### src/rtl/display_timing.sv
// display_timing -- raster timing generator for a single pixel clock.
//
// Walks a signed raster position (o_x, o_y) through blanking and active
// regions and decodes sync, data-enable and start-of-line/frame strobes from
// that same position, so every output describes one raster point per clock.
// Blanking positions are negative; the active area starts at (0, 0).
//
// Parameters:
//   H_RES/H_FP/H_SYNC/H_BP  active pixels, front porch, sync width, back porch
//   V_RES/V_FP/V_SYNC/V_BP  same, in lines
//   H_POL/V_POL             active level of o_hsync / o_vsync
//
// Ports:
//   i_clk    pixel clock, all logic on its rising edge
//   i_rst_n  synchronous active-low reset
//   o_hsync  horizontal sync
//   o_vsync  vertical sync
//   o_de     data enable, high in the active area
//   o_frame  one-clock pulse at the first position of each frame
//   o_line   one-clock pulse at the first position of each line
//   o_x/o_y  signed 16-bit raster position
//
// Build option: define DISPLAY_TIMING_OUT_REG_EN to add one extra register
// stage on every output (one more clock of latency, reset values unchanged).
module display_timing #(
  parameter int   H_RES  = 640,
  parameter int   H_FP   = 16,
  parameter int   H_SYNC = 96,
  parameter int   H_BP   = 48,
  parameter int   V_RES  = 480,
  parameter int   V_FP   = 10,
  parameter int   V_SYNC = 2,
  parameter int   V_BP   = 33,
  parameter logic H_POL  = 1'b0,
  parameter logic V_POL  = 1'b0
) (
  input  logic               i_clk,
  input  logic               i_rst_n,
  output logic               o_hsync,
  output logic               o_vsync,
  output logic               o_de,
  output logic               o_frame,
  output logic               o_line,
  output logic signed [15:0] o_x,
  output logic signed [15:0] o_y
);

  localparam logic signed [15:0] H_STA  = 16'(-(H_FP + H_SYNC + H_BP));
  localparam logic signed [15:0] H_END  = 16'(H_RES - 1);
  localparam logic signed [15:0] V_STA  = 16'(-(V_FP + V_SYNC + V_BP));
  localparam logic signed [15:0] V_END  = 16'(V_RES - 1);
  // Sync windows expressed relative to the active origin: the sync pulse
  // ends exactly one back porch before position 0.
  localparam logic signed [15:0] HS_STA = 16'(-(H_SYNC + H_BP));
  localparam logic signed [15:0] HS_END = 16'(-H_BP - 1);
  localparam logic signed [15:0] VS_STA = 16'(-(V_SYNC + V_BP));
  localparam logic signed [15:0] VS_END = 16'(-V_BP - 1);

  logic signed [15:0] x_nxt;
  logic signed [15:0] y_nxt;

  logic signed [15:0] x_p0;
  logic signed [15:0] y_p0;
  logic               vld_p0;
  logic               hs_p0;
  logic               vs_p0;
  logic               de_p0;
  logic               frame_p0;
  logic               line_p0;

  // vld_p0 is low for the first edge after reset so that edge presents the
  // frame origin itself instead of stepping past it.
  always_comb begin
    x_nxt = H_STA;
    y_nxt = V_STA;
    if (vld_p0) begin
      if (x_p0 == H_END) begin
        x_nxt = H_STA;
        y_nxt = (y_p0 == V_END) ? V_STA : y_p0 + 16'sd1;
      end else begin
        x_nxt = x_p0 + 16'sd1;
        y_nxt = y_p0;
      end
    end
  end

  // Stage p0: position and everything decoded from it, registered together.
  always_ff @(posedge i_clk) begin
    if (!i_rst_n) begin
      vld_p0   <= 1'b0;
      x_p0     <= H_STA;
      y_p0     <= V_STA;
      hs_p0    <= ~H_POL;
      vs_p0    <= ~V_POL;
      de_p0    <= 1'b0;
      frame_p0 <= 1'b0;
      line_p0  <= 1'b0;
    end else begin
      vld_p0   <= 1'b1;
      x_p0     <= x_nxt;
      y_p0     <= y_nxt;
      hs_p0    <= ((x_nxt >= HS_STA) && (x_nxt <= HS_END)) ? H_POL : ~H_POL;
      vs_p0    <= ((y_nxt >= VS_STA) && (y_nxt <= VS_END)) ? V_POL : ~V_POL;
      de_p0    <= (x_nxt >= 16'sd0) && (y_nxt >= 16'sd0);
      frame_p0 <= (x_nxt == H_STA) && (y_nxt == V_STA);
      line_p0  <= (x_nxt == H_STA);
    end
  end

`ifdef DISPLAY_TIMING_OUT_REG_EN
  logic signed [15:0] x_p1;
  logic signed [15:0] y_p1;
  logic               hs_p1;
  logic               vs_p1;
  logic               de_p1;
  logic               frame_p1;
  logic               line_p1;

  // Stage p1: plain delay of every p0 output, reset to the same values.
  always_ff @(posedge i_clk) begin
    if (!i_rst_n) begin
      x_p1     <= H_STA;
      y_p1     <= V_STA;
      hs_p1    <= ~H_POL;
      vs_p1    <= ~V_POL;
      de_p1    <= 1'b0;
      frame_p1 <= 1'b0;
      line_p1  <= 1'b0;
    end else begin
      x_p1     <= x_p0;
      y_p1     <= y_p0;
      hs_p1    <= hs_p0;
      vs_p1    <= vs_p0;
      de_p1    <= de_p0;
      frame_p1 <= frame_p0;
      line_p1  <= line_p0;
    end
  end

  assign o_x     = x_p1;
  assign o_y     = y_p1;
  assign o_hsync = hs_p1;
  assign o_vsync = vs_p1;
  assign o_de    = de_p1;
  assign o_frame = frame_p1;
  assign o_line  = line_p1;
`else
  assign o_x     = x_p0;
  assign o_y     = y_p0;
  assign o_hsync = hs_p0;
  assign o_vsync = vs_p0;
  assign o_de    = de_p0;
  assign o_frame = frame_p0;
  assign o_line  = line_p0;
`endif

endmodule

### config.mk
export PLATFORM = sky130hd
export DESIGN_NAME = display_timing
export DESIGN_NICKNAME = d
export VERILOG_FILES = /design/src/rtl/display_timing.sv
export SDC_FILE = /design/constraint.sdc
export NUM_CORES = 1
export LEC_CHECK = 0
export BUFFER_PORTS_ARGS = -buffer_cell sky130_fd_sc_hd__buf_2
export CORE_UTILIZATION = 23
export DETAILED_ROUTE_END_ITERATION = 12
export HOLD_SLACK_MARGIN = 0.03
export PLACE_DENSITY = 0.45
export SETUP_SLACK_MARGIN = 0.1
export SYNTH_ARGS = -nofsm -noshare
export SYNTH_HDL_FRONTEND = slang
export SYNTH_SLANG_ARGS = --single-unit
### constraint.sdc
create_clock -name i_clk -period 2.9 [get_ports i_clk]
set_input_delay 0.58 -clock i_clk [delete_from_list [all_inputs] [get_ports i_clk]]
set_output_delay 0.58 -clock i_clk [all_outputs]
set_load 0.02 [all_outputs]
==> flow_metrics.tcl, run 1 <==
set metrics [dict create \
    dpl.hpwl_um 5060 \
    end_kind "flip-flop" \
    final_common_cell "buf_4" \
    finalHoldViolCount 0 \
    drive_gt1_frac 0.342 \
    clk_latency_ps 290 \
    p_clk_frac 0.390 \
    intPower_mw 0.707 \
    grtUsageTotal 0.135 \
    yosysWarnings 0 \
    clk_path_buf_depth 2 \
    grt_overflow 0 \
    cts_made_buffers 5 \
    required_ps 3080 \
    cts_sinks 38 \
    fin_skew_ps 4.74 \
    syn_inst 259 \
    outcome "finished, final reports clean" \
    core_area_um2 9240 \
    cap_violations 0 \
    area_growth_pct 30.8 \
    postSynthAreaPerCell_um2 8.48 \
    synth_top_area_share 0.346 \
    synthArstFlopShare 0 \
    vias_per_cell 4.73 \
    power_switching_mw 0.219 \
    cts.clk_slew.worst_paths_ps 80 \
    power_mw 0.926 \
    combPwrFrac 0.042 \
    clock.fmax_mhz 366 \
    path_max_fanout 7 \
    final.min_clock_period_ps 2730 \
    place_congestion 0.802 \
    drt-initial-drc-count 97 \
    slew_violations 0 \
    leakagePower_nw 1.18 \
    hold_depth 1 \
    cts-hold-fix-buffers 0 \
    die_width_um 99.7 \
    hold_slack_ps 466 \
    critPathLaunchType "flip-flop" \
    portBuffers 38 \
    final_cell_area_um2 2870 \
    crit_type "reg2reg" \
    grt_max_degree 19 \
    die_area_um2 9950 \
    relSlewSlack 0.685 \
    initial_core_util 0.238 \
    dp.cells 447 \
    wl_um 6570 \
    final_cell_mix "39 x buf_4, 38 x buf_2, 35 x nand2_1" \
    syn_area_um2 2200 \
    p_per_area_nw_per_um2 322 \
    rsz0062_at_grt "yes" \
    period_share 0.941 \
    hold_class "reg2reg" \
    syn_nets 263 \
    seq_power_share 0.568 \
    multi_input_area_um2 1340 \
    layout.nets 336 \
    fin_cells 462 \
    design.portCount 39 \
    worst_slew_pin_slew_ps 468 \
    dpl_cell_area_um2 2730 \
    seq_area_um2 777 \
    cts_max_level 2 \
    synth.distinct_cells 61 \
    firstDrtPassIters 4 \
    fill_cells 1018 \
    antenna_found_initial 0 \
    arrival_ps 2910 \
    synth_edf_count 0 \
    p_sw_frac 0.236 \
    wl_per_cell_um 14.2 \
    reg2regPathDepth 8 \
    final-setup-viol-count 0 \
    n_antenna_cell 0 \
    grt_first_pass_wirelength_um 10500 \
    ys_seq_elements 38 \
    synthTopCellsByArea "dfxtp_1 35%, nand2_1 6.0%, nand3_1 5.0%" \
    vias 2187 \
    cts_tree "built" \
    drc_errors 0 \
    clockRootBuffer "clkbuf_8" \
    postRouteAntennaNets 0 \
    first_global_vias 2156 \
    tns_ps 0 \
    vdd_drop_max_v 0.000140 \
    yosys.area.top_type "dfxtp_1" \
    fp.dieH_um 99.7 \
    ys_seq_area_frac 0.346 \
    rows 35 \
    synthFlopType "dfxtp_1" \
]
stage by stage:
step / setup slack, ps / util
after floorplan: 99.6 / -
after global placement: 123 / 0.295
after detailed placement: 61.3 / 0.295
after CTS: 100 / 0.310
after global routing: 74.5 / 0.311
final: 171 / 0.311
final cells by class:
cell class,count,share of cell area
tap,129,0.0562
timing repair buffer,78,0.172
sequential,38,0.270
inverter,5,0.00653
clock buffer,8,0.0279
multi-input combinational,204,0.467
cells by family after synthesis:
| group | synth area share |
|---|---|
| and+or+nand+nor | 0.366 |
| AOI/OAI and AO/OA | 0.140 |
| DFF | 0.346 |
| xor gates and xnor gates | 0.0718 |
| buffers and inverters | 0.0604 |
| adders and majority gates | 0.0114 |
| muxes | 0.00456 |
cells in the mapped netlist, types with 2 or more instances:
cell      number
dfxtp_1       38
nand2_1       35
nand3_1       22
nor2_1        19
xnor2_1       10
a21oi_1        9
nand4_1        9
nor3_1         9
xor2_1         8
or4_1          7
and3_1         6
and3_2         6
o21ai_0        6
clkbuf_1       5
inv_1          5
a31oi_1        4
and2_1         4
and4_1         3
clkbuf_8       3
o21a_1         3
a21o_1         2
a311o_1        2
buf_2          2
ha_1           2
nor4_4         2
o31ai_1        2
or2_2          2
power groups by stage:
stage | Clock, mW | Combinational [mW] | Sequential, mW
2_1_floorplan | 0 | 0.0189 | 0.543
3_3_place_gp | 0 | 0.0391 | 0.539
6_report | 0.361 | 0.0385 | 0.526
4_1_cts | 0.376 | 0.0386 | 0.526
5_1_grt | 0.396 | 0.0425 | 0.527
3_5_place_dp | 0 | 0.0383 | 0.539
final timing paths:
check | startpoint | to | slack [ps]
worst max-delay path | o_x[12]$_SDFF_PN1_ | o_vsync$_SDFF_PN1_ | 170
worst min-delay path | o_x[0]$_SDFF_PN0_ | o_x[0]$_SDFF_PN0_ | 470
worst max register to register | o_x[12]$_SDFF_PN1_ | o_vsync$_SDFF_PN1_ | 170
worst min register to register | o_x[0]$_SDFF_PN0_ | o_x[0]$_SDFF_PN0_ | 470
registers in the layout (all words and copies together), names as in the netlist:
| name | count |
|---|---|
| o_de | 1 |
| o_frame | 1 |
| o_hsync | 1 |
| o_line | 1 |
| o_vsync | 1 |
| o_x | 16 |
| o_y | 16 |
| vld_p0 | 1 |
per-layer routing:
layer  vias to the layer above  global-route usage  wire length [um]
li1                       1102                   -                 -
met4                         0              0.0419                76
met5                         -                   0                 0
met3                         9              0.0295               320
met1                      1017               0.166              3010
met2                        59               0.233              3160
worst max-delay path: stages, from the launching register on:
cell	delay, ps
dfxtp_2	360
or3_4	430
or4_4	570
buf_6	150
a211o_2	290
a22oi_1	160
nand4_1	100
a21o_2	220
a2111o_1	330
timing repair:
item | 4_1_cts | 5_1_grt
pin swaps | 6 | 2
buffers inserted | 7 | 0
setup endpoints to repair | 1 | 2
gates cloned | 0 | 0
gates resized for setup | 1 | 2
hold endpoints to repair | 0 | 0
(Power assumes the default switching activity.)
==> run 2: changes to the inputs <==
--- a/config.mk
+++ b/config.mk
@@ -5,11 +5,12 @@
 export SDC_FILE = /design/constraint.sdc
 export NUM_CORES = 1
 export LEC_CHECK = 0
-export BUFFER_PORTS_ARGS = -buffer_cell sky130_fd_sc_hd__buf_2
+export ABC_CLOCK_PERIOD_IN_PS = 2900
 export CORE_UTILIZATION = 23
 export DETAILED_ROUTE_END_ITERATION = 12
+export DONT_BUFFER_PORTS = 1
 export HOLD_SLACK_MARGIN = 0.03
-export PLACE_DENSITY = 0.45
+export PLACE_DENSITY = 0.41
 export SETUP_SLACK_MARGIN = 0.1
 export SYNTH_ARGS = -nofsm -noshare
 export SYNTH_HDL_FRONTEND = slang
==> run 2 against run 1 <==
Compared with the run above: routed wire length is 0.94% higher; die area stayed put; clock-buffer cell count is 3 lower; hold slack worse by 150 ps; register-to-register slack worse by 20 ps; clock skew is 7.0 ps higher; first-iteration DRC count is 22% lower; power is 19% higher; clock power is 52% higher; critical path depth stayed put.
==> flow_metrics.tcl, run 2 (synthesized netlist as in run 1, its figures left out) <==
set metrics [dict create \
    fin_skew_ps 11.8 \
    area_growth_pct 26.5 \
    die_width_um 99.7 \
    dpl_cell_area_um2 2610 \
    cts_tree "built" \
    required_ps 3090 \
    critPathLaunch "o_x[12]$_SDFF_PN1_" \
    vdd_drop_max_v 0.000182 \
    rows 35 \
    vias_per_cell 4.83 \
    cts-hold-fix-buffers 0 \
    finalHoldViolCount 0 \
    design.portCount 39 \
    drive_gt1_frac 0.278 \
    initial_core_util 0.238 \
    crit_type "reg2reg" \
    cts.clk_slew.worst_paths_ps 80 \
    hold_class "in2reg" \
    r2r_slack_ps 150 \
    drt-initial-drc-count 76 \
    clock.fmax_mhz 364 \
    critPathTopFamily "simple AND/OR/NAND/NOR gates" \
    reg2reg_to "o_vsync$_SDFF_PN1_" \
    grt_max_degree 19 \
    antenna_found_initial 0 \
    path_cells "or3_4, or4_4, buf_6, a211o_2, a22oi_1, nand4_1, a21o_2, a2111o_1" \
    outcome "finished, final reports clean" \
    hold_slack_ps 313 \
    regToRegStartpoint "o_x[12]$_SDFF_PN1_" \
    final_cell_mix "46 x buf_4, 35 x nand2_1, 31 x dfxtp_1" \
    clockRootBuffer "clkbuf_8" \
    grt_overflow 0 \
    worst-path-buf-inv 1 \
    fp.dieH_um 99.7 \
    setup_slack_ps 152 \
    postRouteAntennaNets 0 \
    relSlewSlack 0.481 \
    layout.nets 305 \
    path_max_fanout 6 \
    critPathLaunchType "flip-flop" \
    drc_errors 0 \
    final-setup-viol-count 0 \
    place_congestion 0.813 \
    slew_violations 0 \
    fill_cells 984 \
    arrival_ps 2930 \
    clk_latency_ps 300 \
    portBuffers 0 \
    power_mw 1.10 \
    grtUsageTotal 0.140 \
    reg2regPathDepth 8 \
    cp_slowest_stage_delay_ps 600 \
    period_share 0.948 \
    crit_path_end "o_vsync$_SDFF_PN1_" \
    clk_path_buf_depth 2 \
    final_cell_area_um2 2780 \
    end_kind "flip-flop" \
    final_common_cell "buf_4" \
    tns_ps 0 \
    slowest_stage "or4_4" \
    firstDrtPassIters 4 \
    cts_max_level 2 \
    dpl.hpwl_um 5150 \
    cts_made_buffers 5 \
    place_worst_setup_slack_ps 81.2 \
    cts_sinks 38 \
    min_from "i_rst_n" \
    p_per_area_nw_per_um2 397 \
    seq_area_um2 777 \
    multi_input_area_um2 1330 \
    rsz0062_at_grt "no" \
    cap_violations 0 \
    core_area_um2 9240 \
    leakagePower_nw 1.10 \
    grt_first_pass_wirelength_um 10900 \
    wl_um 6630 \
    first_global_vias 2052 \
    cp.depth 8 \
    vias 2082 \
    die_area_um2 9950 \
    n_antenna_cell 0 \
    final.min_clock_period_ps 2750 \
    wl_per_cell_um 15.4 \
    worst_slew_pin_slew_ps 776 \
]
run 2: how the worst min path moves through the flow:
| stage | endpoint | depth (start not counted) |
|---|---|---|
| 6_report | vld_p0$_DFF_P_ | 0 |
| 5_1_grt | vld_p0$_DFF_P_ | 0 |
| 4_1_cts | vld_p0$_DFF_P_ | 0 |
| 3_5_place_dp | o_x[0]$_SDFF_PN0_ | 1 |
| 3_3_place_gp | o_x[0]$_SDFF_PN0_ | 1 |
| 2_1_floorplan | o_x[0]$_SDFF_PN0_ | 1 |
run 2: area by class of cell:
cell class | count | share of cell area
multi-input cells | 204 | 0.480
well taps | 129 | 0.0581
repair buffers | 47 | 0.128
clock inverters | 3 | 0.0230
flip-flops and latches | 38 | 0.279
inverters | 5 | 0.00675
clock buffers | 5 | 0.0248
run 2: routing by layer:
metal,vias up,track usage,routed length [um]
met5,-,0,0
met2,57,0.236,3160
met4,0,0.0283,59
li1,1042,-,-
met3,4,0.0513,496
met1,979,0.171,2910
run 2: through the flow:
step	instances	utilization
6_report	431	0.301
5_1_grt	431	0.301
4_1_cts	431	0.301
3_5_place_dp	419	0.283
3_3_place_gp	419	0.283
2_1_floorplan	259	-
run 2: worst reg2reg max path, stage by stage, from the launching register on:
cell and delay, ps:
dfxtp_2 330, or3_4 420, or4_4 600, buf_6 150, a211o_2 290, a22oi_1 170, nand4_1 120, a21o_2 230
a2111o_1 340
run 2: what timing repair did:
action,4_1_cts,5_1_grt
pin swaps,6,2
gates resized for setup,1,0
setup endpoints to repair,1,1
setup buffers,4,0
endpoints found under the hold margin,0,0
cloned,0,0
run 2: where the power goes:
part / internal, mW / switching [mW] / leakage (nW)
clock network: 0.341 / 0.206 / 0.0658
logic: 0.00909 / 0.0141 / 0.730
registers: 0.523 / 0.00999 / 0.309
